## src/rtl/fir_output_decimator.sv

```systemverilog
// ---------------------------------------------------------------------------
// fir_output_decimator
//
// Sits after the FIR filter. It keeps one of every DECIM valid samples,
// rounds the kept sample half-up, shifts it right by SHIFT and saturates it
// to DATA_OUT_WIDTH. Results go through a one-entry stage register into a
// small first-word-fall-through FIFO. A slow consumer can therefore apply
// backpressure without stalling the filter. When the FIFO is full and no pop
// happens, the pending sample is dropped and drop_flag is raised.
//
// Parameters
//   DATA_IN_WIDTH  : width of the signed input sample
//   DATA_OUT_WIDTH : width of the signed output sample
//   SHIFT          : arithmetic right shift after rounding (>= 1)
//   DECIM          : decimation factor (>= 1)
//   FIFO_DEPTH     : output FIFO entries (power of two, >= 2)
//
// Ports
//   clk         : clock; all state changes on the rising edge
//   reset_n     : asynchronous active-low reset
//   data_in     : signed sample from the filter
//   in_valid    : data_in carries a new sample this cycle
//   out_data    : FIFO head, read combinationally from storage
//   out_valid   : FIFO not empty
//   out_ready   : consumer takes the head when out_valid is high
//   fifo_level  : current FIFO occupancy, 0..FIFO_DEPTH
//   sat_flag    : sticky, a kept sample was saturated
//   drop_flag   : sticky, a kept sample was lost on a full FIFO
//   clear_flags : synchronous clear of both sticky flags
// ---------------------------------------------------------------------------
module fir_output_decimator #(
    parameter int DATA_IN_WIDTH  = 32,
    parameter int DATA_OUT_WIDTH = 16,
    parameter int SHIFT          = 15,
    parameter int DECIM          = 4,
    parameter int FIFO_DEPTH     = 4
) (
    input  logic                             clk,
    input  logic                             reset_n,
    input  logic signed [DATA_IN_WIDTH-1:0]  data_in,
    input  logic                             in_valid,
    output logic signed [DATA_OUT_WIDTH-1:0] out_data,
    output logic                             out_valid,
    input  logic                             out_ready,
    output logic [$clog2(FIFO_DEPTH):0]      fifo_level,
    output logic                             sat_flag,
    output logic                             drop_flag,
    input  logic                             clear_flags
);

    localparam int PH_W = (DECIM > 1) ? $clog2(DECIM) : 1;
    localparam int AW   = $clog2(FIFO_DEPTH);
    localparam int LW   = AW + 1;
    // One extra bit so that adding the rounding constant to the largest
    // positive input cannot wrap.
    localparam int SW   = DATA_IN_WIDTH + 1;

    localparam logic signed [SW-1:0] RND_C =
        {{(SW-1){1'b0}}, 1'b1} << (SHIFT - 1);
    localparam logic signed [SW-1:0] MAX_C =
        {{(SW-DATA_OUT_WIDTH+1){1'b0}}, {(DATA_OUT_WIDTH-1){1'b1}}};
    localparam logic signed [SW-1:0] MIN_C =
        {{(SW-DATA_OUT_WIDTH+1){1'b1}}, {(DATA_OUT_WIDTH-1){1'b0}}};

    // -----------------------------------------------------------------
    // Decimation phase
    // -----------------------------------------------------------------
    logic [PH_W-1:0] phase_q, phase_d;
    logic            keep;

    always_comb begin
        phase_d = phase_q;
        if (in_valid) begin
            if (phase_q == PH_W'(DECIM - 1)) begin
                phase_d = '0;
            end else begin
                phase_d = phase_q + PH_W'(1);
            end
        end
    end

    assign keep = in_valid && (phase_q == '0);

    // -----------------------------------------------------------------
    // Round, shift, saturate
    // -----------------------------------------------------------------
    logic signed [SW-1:0]             ext_in;
    logic signed [SW-1:0]             rounded;
    logic signed [SW-1:0]             shifted;
    logic                             sat_hi;
    logic                             sat_lo;
    logic signed [DATA_OUT_WIDTH-1:0] scaled;

    always_comb begin
        ext_in  = {data_in[DATA_IN_WIDTH-1], data_in};
        rounded = ext_in + RND_C;
        shifted = rounded >>> SHIFT;
        sat_hi  = (shifted > MAX_C);
        sat_lo  = (shifted < MIN_C);
        if (sat_hi) begin
            scaled = MAX_C[DATA_OUT_WIDTH-1:0];
        end else if (sat_lo) begin
            scaled = MIN_C[DATA_OUT_WIDTH-1:0];
        end else begin
            scaled = shifted[DATA_OUT_WIDTH-1:0];
        end
    end

    // -----------------------------------------------------------------
    // Stage register: one kept sample waiting to enter the FIFO. It is
    // consumed on the next edge in every case (written or dropped), so the
    // pending bit simply follows keep.
    // -----------------------------------------------------------------
    logic signed [DATA_OUT_WIDTH-1:0] stage_q, stage_d;
    logic                             pend_q, pend_d;

    always_comb begin
        stage_d = keep ? scaled : stage_q;
        pend_d  = keep;
    end

    // -----------------------------------------------------------------
    // FWFT FIFO
    // -----------------------------------------------------------------
    logic signed [DATA_OUT_WIDTH-1:0] mem_q [FIFO_DEPTH];
    logic [AW-1:0]                    wr_ptr_q, wr_ptr_d;
    logic [AW-1:0]                    rd_ptr_q, rd_ptr_d;
    logic [LW-1:0]                    level_q, level_d;
    logic                             full;
    logic                             empty;
    logic                             pop;
    logic                             wr_en;
    logic                             drop_evt;

    assign full  = (level_q == LW'(FIFO_DEPTH));
    assign empty = (level_q == '0);
    assign pop   = !empty && out_ready;
    // A pop in the same cycle frees the slot, so a full FIFO still accepts.
    assign wr_en    = pend_q && (!full || pop);
    assign drop_evt = pend_q && full && !pop;

    always_comb begin
        wr_ptr_d = wr_en ? wr_ptr_q + AW'(1) : wr_ptr_q;
        rd_ptr_d = pop   ? rd_ptr_q + AW'(1) : rd_ptr_q;
        level_d  = level_q;
        if (wr_en && !pop) begin
            level_d = level_q + LW'(1);
        end else if (!wr_en && pop) begin
            level_d = level_q - LW'(1);
        end
    end

    always_ff @(posedge clk or negedge reset_n) begin
        if (!reset_n) begin
            for (int i = 0; i < FIFO_DEPTH; i++) begin
                mem_q[i] <= '0;
            end
        end else if (wr_en) begin
            mem_q[wr_ptr_q] <= stage_q;
        end
    end

    // -----------------------------------------------------------------
    // Sticky flags: a set event wins over clear_flags in the same cycle.
    // -----------------------------------------------------------------
    logic sat_q, sat_d;
    logic drop_q, drop_d;

    always_comb begin
        sat_d  = sat_q;
        drop_d = drop_q;
        if (clear_flags) begin
            sat_d  = 1'b0;
            drop_d = 1'b0;
        end
        if (keep && (sat_hi || sat_lo)) begin
            sat_d = 1'b1;
        end
        if (drop_evt) begin
            drop_d = 1'b1;
        end
    end

    // -----------------------------------------------------------------
    // State registers
    // -----------------------------------------------------------------
    always_ff @(posedge clk or negedge reset_n) begin
        if (!reset_n) begin
            phase_q  <= '0;
            stage_q  <= '0;
            pend_q   <= 1'b0;
            wr_ptr_q <= '0;
            rd_ptr_q <= '0;
            level_q  <= '0;
            sat_q    <= 1'b0;
            drop_q   <= 1'b0;
        end else begin
            phase_q  <= phase_d;
            stage_q  <= stage_d;
            pend_q   <= pend_d;
            wr_ptr_q <= wr_ptr_d;
            rd_ptr_q <= rd_ptr_d;
            level_q  <= level_d;
            sat_q    <= sat_d;
            drop_q   <= drop_d;
        end
    end

    // -----------------------------------------------------------------
    // Outputs
    // -----------------------------------------------------------------
    assign out_data   = mem_q[rd_ptr_q];
    assign out_valid  = !empty;
    assign fifo_level = level_q;
    assign sat_flag   = sat_q;
    assign drop_flag  = drop_q;

endmodule

```

## config.mk

```make
export PLATFORM = sky130hd
export DESIGN_NAME = fir_output_decimator
export DESIGN_NICKNAME = d
export VERILOG_FILES = /design/src/rtl/fir_output_decimator.sv
export SDC_FILE = /design/constraint.sdc
export NUM_CORES = 1
export LEC_CHECK = 0
export CAP_MARGIN = 40
export CORE_AREA = 2 2 107 109
export DETAILED_ROUTE_END_ITERATION = 16
export DIE_AREA = 0 0 109 111
export PLACE_DENSITY_LB_ADDON = 0.15
export SKIP_CTS_REPAIR_TIMING = 1
export SLEW_MARGIN = 20
export SYNTH_ARGS = -nofsm -noshare
export SYNTH_HDL_FRONTEND = slang
export SYNTH_SLANG_ARGS = --single-unit
```

## constraint.sdc

```tcl
create_clock -name clk -period 5.1 [get_ports clk]
set_input_delay 1.02 -clock clk [delete_from_list [all_inputs] [get_ports clk]]
set_output_delay 1.02 -clock clk [all_outputs]
set_load 0.05 [all_outputs]
```

==> metrics.txt <==
status=finished, final reports clean; # DRC=0; Final min period=3710 ps; H-tree levels=3; Psw=1.46 mW; Async SR Flop Fraction=1.00; Post-synth top cells=dfrtp_1 (92), mux2_2 (61), nor2_1 (25), nand2_1 (18), mux4_2 (16); WP buf/inv=2; Area Overhead vs Synth=23.5%; Post-Route WL=8.39 mm; CTS tree=built; total grt overflow=0; period utilization=0.727; routability cong.=0.778; Antenna Nets Post-Route=0; Int Power=2.43 mW; Cell variety after synth=34; share of cells above drive strength 1=0.303; Pwr Density=733 nW/µm²; Ports=59; Slew HR=0.596; Vias/cell=5.05; vias in the first global route=2668; Seq pwr share=0.350; top-area cell type share of the netlist area=0.536; IO Port Bufs=44; kind of critical path=flop to primary output; Initial Util=0.388; Net Sw Frac=0.375; grt met2 use=0.229; average size of a mapped cell=between 10 and 15 µm²; CP max stage delay=730 ps; simple-gate portion of the synthesized area=0.0713; die area=12100 µm²; Area contributors post-synth=dfrtp_1 (54%), mux2_2 (16%), mux4_2 (8.4%); Longest Clk Path Bufs=2; GRT busiest layer=met2; final core occ=0.479; worst skew pair latency=340 ps; FP Rows=39; mapped cell area=4300 µm²; routed vias=2606; Worst Tran Pin Value=605 ps; Arr. time, crit path=2690 ps; sequential area share after synthesis=0.536; Post-synth top flop=dfrtp_1; CTS Sinks=just over 90; Fmax=270 MHz; Synth warnings=0; Compound-Gate Fraction of Synth Area=0.0542; Die Width=roughly 110 µm; design area=about 5300 µm²; Final Skew=6.92 ps; number of flops mapped to enable cells by yosys=0; combinational family with the most area after synthesis=multiplexers; met1 global-route usage=0.225; pin count of the biggest net entering global routing=48; Initial DRT Pass Iterations=4; area leader, netlist=dfrtp_1; Worst VDD drop=around 0.46 mV; Worst Setup End Kind=primary output; top-count cell post-synth=dfrtp_1; Leak=about 2.2 nW; unrepaired setup endpoints after global routing=no; Final #Nets=414; Post-Synthesis Net Count=364; clock root buffer=clkbuf_16; core area=~11000 µm²; post-synthesis mux area share=0.246; Post-Syn Instances=318; Initial DRC Count=108; post-DP HPWL=between 6 and 7 mm; Worst-path clk slew=60 ps; global-route usage over all layers=0.155; Comb power frac=0.452; cts bufs inserted=9; Yosys reg bits=92; Worst EP required=4080 ps; xor/xnor share of the synthesized area=0.0408; Clk pwr share=0.198; final number of setup-violating endpoints=0; max-cap violation count=0; Fin Setup TNS=0 ps; Final Max Tran Viols=0; critical-path cell list=buf_4, mux4_2, clkdlybuf4s50_1; Hold Path Class=flop to flop; Inserted Diodes=0; Placed Area=roughly 5000 µm²; Crit path max-delay family=buffers and inverters; Slowest cell on crit path=dfrtp_1; grt met3 use=0.0206; initial antenna violation count=0; Post-Synth Adder-Cell Area=0.0280; Routed WL per cell=16.3 µm; Final Hold Viols=0; CP max FO=10; Startpoint Class=flop; overall die height=111 µm; first-pass GRT wire length=~14 mm
[logic make-up (layout without fill, tap and decap cells)]
kind of cell,Yosys count,in the layout
multiplexers,78,78
buffers and inverters,23,78
XOR/XNOR,20,20
AO/OA/AOI/OAI,29,29
flip-flops,92,92
adder cells (fa/ha/maj),9,9
AND/OR/NAND/NOR,67,67
[layout make-up]
cell class / instances / area [µm²]
clock buffers: 12 / 256
fillers: 995 / 5770
flip-flops and latches: 92 / 2300
inverters: 9 / 33.8
multi-input cells: 203 / 1890
repair buffers: 53 / 547
clock inverters: 4 / 95.1
well taps: 143 / 179
[worst paths after layout]
check                                         to                      start  cells past startpoint  slack [ps]
min in group asynchronous  mem_q[57]$_DFFE_PN0P_                    reset_n                      1         680
hold / removal             mem_q[31]$_DFFE_PN0P_      mem_q[31]$_DFFE_PN0P_                      2         480
max in group asynchronous  mem_q[17]$_DFFE_PN0P_                    reset_n                      2        3420
setup reg to reg           mem_q[45]$_DFFE_PN0P_  fifo_level[0]$_DFFE_PN0P_                      5        2730
setup / recovery                     out_data[7]    rd_ptr_q[0]$_DFFE_PN0P_                      3        1390
hold reg to reg            mem_q[31]$_DFFE_PN0P_      mem_q[31]$_DFFE_PN0P_                      2         480
[power by group through the flow]
stage	logic [mW]	registers, mW	clock network [mW]
finish	1.76	1.36	0.770
global route	1.87	1.42	0.820
CTS	1.78	1.37	0.794
detailed placement	1.78	1.38	0
global placement	1.71	1.38	0
floorplan	1.29	1.31	0
[metal layers]
layer / share of wire / vias up
li1: - / 1243
met1: 0.49 / 1304
met2: 0.46 / 47
met3: 0.027 / 12
met4: 0.021 / 0
met5: 0 / -
[flip-flops by register name, summed over array words and instances (netlist names)]
signal      cells
drop_flag       1
fifo_level      3
mem_q          64
pend_q          1
phase_q         2
rd_ptr_q        2
sat_flag        1
stage_q        16
wr_ptr_q        2
[worst min-delay path, cell delays in order (launching register included)]
cell and delay (ps):
dfrtp_1 340, nand2_1 40, o21ai_0 60
[cell usage in the layout, fill, tap and decap left out, drive strengths merged]
cell and n:
xnor2 12, clkinv 1, ha 8, nor2 25, o22a 15, mux4 16
mux2 61, mux2i 1, fa 1, nand4 3, nor3 1, nor4b 1
xor2 8, o311a 1, clkbuf 12, nand3 10, inv 9, a211oi 1
nor2b 2, nand2b 1, or3 2, clkdlybuf4s50 43, dfrtp 92, and3 1
and2 1, bufinv 3, a21oi 1, nand2 19, o21ai 9, or2 1
buf 10, a22o 2
[per-stage QoR]
| step | total power, mW | setup WS (ps) | std cells | hold slack [ps] |
|---|---|---|---|---|
| global placement | 3.09 | 1560 | 493 | 460 |
| global route | 4.12 | 1250 | 516 | 500 |
| CTS | 3.94 | 1320 | 515 | 484 |
| floorplan | 2.60 | 2270 | 318 | 445 |
| detailed placement | 3.15 | 1650 | 499 | 470 |
| finish | 3.89 | 1390 | 516 | 478 |
No activity file was read; power rests on OpenSTA's default activity.
